### config.mk
export PLATFORM = sky130hd
export DESIGN_NAME = rom_burst_ctrl
export DESIGN_NICKNAME = d
export VERILOG_FILES = /design/src/rtl/rom_burst_ctrl.sv
export SDC_FILE = /design/constraint.sdc
export NUM_CORES = 1
export LEC_CHECK = 0
export CORE_UTILIZATION = 40
export CTS_CLUSTER_SIZE = 8
export DETAILED_ROUTE_END_ITERATION = 10
export GPL_TIMING_DRIVEN = 0
export PLACE_DENSITY = 0.84
export SLEW_MARGIN = 25
export SYNTH_ARGS = -nofsm -noshare
export SYNTH_HDL_FRONTEND = slang
export SYNTH_SLANG_ARGS = --single-unit
### constraint.sdc
create_clock -name clk -period 4.4 [get_ports clk]
set_input_delay 0.66 -clock clk [delete_from_list [all_inputs] [get_ports clk]]
set_output_delay 0.66 -clock clk [all_outputs]
set_load 0.05 [all_outputs]
### src/rtl/rom_burst_ctrl.sv
// rom_burst_ctrl: arbitrates burst-read commands from two requesters and streams tagged ROM data back.
// Define ROM_BURST_FIXED_PRIO_EN for fixed priority (requester 0 wins ties); default build is round-robin.
module rom_burst_ctrl #(
   parameter int ADDR_W = 6,
   parameter int DATA_W = 16,
   parameter int LEN_W  = 4
) (
   input  logic              clk,
   input  logic              rst,
   input  logic              req0_valid,
   output logic              req0_ready,
   input  logic [ADDR_W-1:0] req0_base,
   input  logic [LEN_W-1:0]  req0_len,
   input  logic              req1_valid,
   output logic              req1_ready,
   input  logic [ADDR_W-1:0] req1_base,
   input  logic [LEN_W-1:0]  req1_len,
   output logic              rom_read,
   output logic [ADDR_W-1:0] rom_addr,
   input  logic [DATA_W-1:0] rom_dout,
   output logic              rd_valid,
   output logic [DATA_W-1:0] rd_data,
   output logic              rd_id,
   output logic              rd_last,
   output logic              cmd_done,
   output logic              busy
);

   typedef enum logic [1:0] {
      IDLE,
      ISSUE,
      DRAIN
   } state_t;

   state_t            state;
   state_t            state_next;
   logic [LEN_W-1:0]  remain;
   logic              owner;
   logic              grant0;
   logic              grant1;
   logic              accept;
   logic [ADDR_W-1:0] sel_base;
   logic [LEN_W-1:0]  sel_len;

`ifdef ROM_BURST_FIXED_PRIO_EN
   assign grant0 = req0_valid;
`else
   // Pointer holds the requester served last; requester 0 wins a tie unless it was served last.
   logic last_served;

   assign grant0 = req0_valid && (!req1_valid || last_served);

   always_ff @(posedge clk) begin
      if (rst) begin
         last_served <= 1'b1;
      end else if (accept) begin
         last_served <= req1_ready;
      end
   end
`endif

   assign grant1   = req1_valid && !grant0;
   assign sel_base = grant0 ? req0_base : req1_base;
   assign sel_len  = grant0 ? req0_len : req1_len;
   assign accept   = req0_ready || req1_ready;

   always_ff @(posedge clk) begin
      if (rst) begin
         state <= IDLE;
      end else begin
         state <= state_next;
      end
   end

   always_comb begin
      state_next = state;
      req0_ready = 1'b0;
      req1_ready = 1'b0;
      rom_read   = 1'b0;
      cmd_done   = 1'b0;
      busy       = 1'b0;
      case (state)
         IDLE: begin
            if (!rst) begin
               req0_ready = grant0;
               req1_ready = grant1;
               if (grant0 || grant1) begin
                  state_next = (sel_len == '0) ? DRAIN : ISSUE;
               end
            end
         end
         ISSUE: begin
            rom_read = 1'b1;
            busy     = 1'b1;
            if (remain == '0) begin
               state_next = DRAIN;
            end
         end
         DRAIN: begin
            cmd_done   = 1'b1;
            busy       = 1'b1;
            state_next = IDLE;
         end
         default: begin
            state_next = IDLE;
         end
      endcase
   end

   // The ROM registers its output on a read edge, so the beat is valid exactly one cycle after each read.
   always_ff @(posedge clk) begin
      if (rst) begin
         rom_addr <= '0;
         remain   <= '0;
         owner    <= 1'b0;
         rd_valid <= 1'b0;
      end else begin
         rd_valid <= rom_read;
         if (accept) begin
            owner <= req1_ready;
            if (sel_len != '0) begin
               rom_addr <= sel_base;
               remain   <= sel_len - LEN_W'(1);
            end
         end else if (rom_read && (remain != '0)) begin
            remain   <= remain - LEN_W'(1);
            rom_addr <= rom_addr + ADDR_W'(1);
         end
      end
   end

   assign rd_data = rd_valid ? rom_dout : '0;
   assign rd_id   = owner;
   assign rd_last = rd_valid && (state == DRAIN);

endmodule

==> metrics.txt <==
CTS tree yes; WP data arrival 2.88 ns; Nets 273; Fin. Hold Viols 0; kind of critical path in -> out; post-synth cell types 45; clock root cell clkbuf_4; # Post-CTS Setup Buffers 0; area of the mapped netlist 0.001170 mm2; Ports 70; clock share of power 0.125; post-synthesis async set-or-reset flop share 0; Synth Net Count 200; gr usage total 0.2269; YS warnings 0; status complete, no violations; post-cts sizing count 0; most frequent cells in the layout clkdlybuf4s50_1 (68), and2_1 (17), dfxtp_1 (15), nand3_1 (14), a21oi_1 (13); final worst-path cycle share 0.8043; drt first pass iters 4; Sink Count 15; cts bufs inserted 3; reg2reg path depth 12; antenna fix cells 0; Power, Total 0.0006490 W; initial core utilization 0.4242; Period minus WS final between 3 and 4 ns; DR DRC count 0; reg2reg end remain[2]; die extent in x 56.08 um; worst slew pin tran slightly below 0.6 ns; Hold Startpoint remain[3]; H-tree levels 1; First DRT Iteration DRCs 53; Core Area 0.002758 mm2; post-synthesis compound-gate area fraction 0.2738; Final GP Congestion 0.8113; reg2reg setup slack 1.80 ns; Main synth FF type dfxtp_1; internal power 0.0003482 W; unrepaired setup endpoints after global routing no; Simple-Gate Fraction of Synth Area 0.3647; worst reg2reg startpoint state[0]; register bit total from synthesis 15; hold_ws 0.5178 ns; HPWL after detailed placement around 2900 um; Worst Setup EP req1_ready; area growth from synthesis to layout 63.85%; num rows 19; most common cell after layout, fill and taps aside clkdlybuf4s50_1; post-place setup slack 0.8744 ns; final worst setup slack 0.8609 ns; Seq pwr share 0.281; Mapped Avg Cell Area ~7.5 um2; GRT overflow 0; Slew Limit Fails 0; sequential share of the synthesized area 0.2567; DR WL/cell 14.11 um; first-pass GRT wire length 5761 um; EDFF count, synth 0; final wirelength between 3000 and 4000 um; VDD IR-drop max ~340 uV; cts hold-fix bufs 0; Leak Pwr a little over 0.7 nW; Synth Area in Adders 0.05348; vias in the first global route 1298; CP max FO 10; clock latency on the worst-skew pair around 0.29 ns; CTS Buffer Depth 2; largest family of logic cells by synthesized area simple AND/OR/NAND/NOR gates; largest net degree at the start of global routing 11; Hold WC Path Type reg -> reg; CP startpoint kind input port; chip height 56.08 um; Gate power share 0.594; Reg clk slew, reported paths 0.09 ns; clk_skew 0.003279 ns; pwr dens 338.6 mW/mm2; slew margin rel. 0.6011; Psw 0.0003008 W; die area 0.003145 mm2; Synth Area in XOR/XNOR 0; antenna-violating nets left 0; mux share of post-synthesis cell area 0.01818; Via Count around 1400; I/O Buffers 68; MaxCap Viol Count 0; share of layout cells above drive strength 1 0.08370; initial antenna violation count 0; CP Launch Point rst; Setup TNS Final 0 ns; Switching Fraction 0.4635; vias per cell roughly 5.5; Final setup viols 0; Syn Inst Count 155; highest clock rate between 200 and 300 MHz; critical path required time 3.74 ns; CP endpoint kind primary output
-- worst max-delay path, cell delays in order --
cell	delay, ns
clkdlybuf4s50_1	0.54
nand2b_2	0.30
or2_4	0.29
buf_4	0.18
nor2_1	0.10
clkdlybuf4s50_1	0.81
-- power by group through the flow --
stage          clock (W)  combinational, W  sequential (W)
2_1_floorplan          0          0.000228        0.000211
3_3_place_gp           0          0.000375        0.000183
3_5_place_dp           0          0.000383        0.000185
4_1_cts        0.0000821          0.000385        0.000181
5_1_grt        0.0000861          0.000412        0.000185
6_report       0.0000813          0.000385        0.000182
-- cells in the mapped netlist, drive strengths merged, types with 2 or more instances --
library cell  count  share of area
a21o              3          0.019
a21oi            14          0.063
buf               2          0.011
o21ai            10          0.043
nor3              3          0.022
a31oi             4          0.021
o311a             2          0.017
or4               2          0.019
ha                5          0.053
inv               5          0.016
and2             17          0.091
nand2b            4          0.024
and3              2          0.011
a211oi            5          0.032
or2               5          0.029
nand2            11          0.035
clkbuf            2         0.0064
nor2             13          0.044
nand3            14          0.060
dfxtp            15           0.26
-- final cells by class --
type	count	area [um2]
timing repair buffer	68	680.7
inverter	5	18.77
sequential	15	300.3
fill	237	840.8
multi-input combinational	131	830.8
buffer	4	20.02
clock inverter	1	5.005
clock buffer	3	22.52
tap	31	38.79
-- flip-flops by register name (all words and copies together) (netlist names) --
register / cells
state: 2
rd_valid: 1
rd_id: 1
last_served: 1
remain: 4
rom_addr: 6
-- cell families after synthesis --
logic type / count (synthesis)
AND/OR/NAND/NOR: 76
AO/OA/AOI/OAI: 48
flip-flops: 15
buffers and inverters: 9
adder cells (fa/ha/maj): 5
multiplexers: 2
-- worst min-delay path by stage --
stage	slack [ns]	endpoint	depth (start not counted)
3_5_place_dp	0.49	remain[3]	2
4_1_cts	0.51	remain[3]	2
5_1_grt	0.54	remain[3]	2
3_3_place_gp	0.48	remain[3]	2
6_report	0.52	remain[3]	2
2_1_floorplan	0.47	remain[3]	2
-- per-stage QoR --
step | instance area (um2) | utilization | std cells
after floorplan | 1170 | - | 155
after global placement | 1889 | 0.6851 | 254
after CTS | 1917 | 0.6951 | 258
after detailed placement | 1889 | 0.6851 | 254
final | 1917 | 0.6951 | 258
after global routing | 1917 | 0.6951 | 258
-- per-layer routing --
| layer | routed length (um) | vias to the layer above | global-route usage | share of wire |
|---|---|---|---|---|
| li1 | - | 711 | - | - |
| met5 | 0 | - | 0 | 0 |
| met4 | 46 | 0 | 0.07317 | 0.013 |
| met2 | 1740 | 43 | 0.3724 | 0.48 |
| met3 | 233 | 4 | 0.03023 | 0.064 |
| met1 | 1619 | 661 | 0.3070 | 0.44 |
Power figures use the tool's default switching activity.
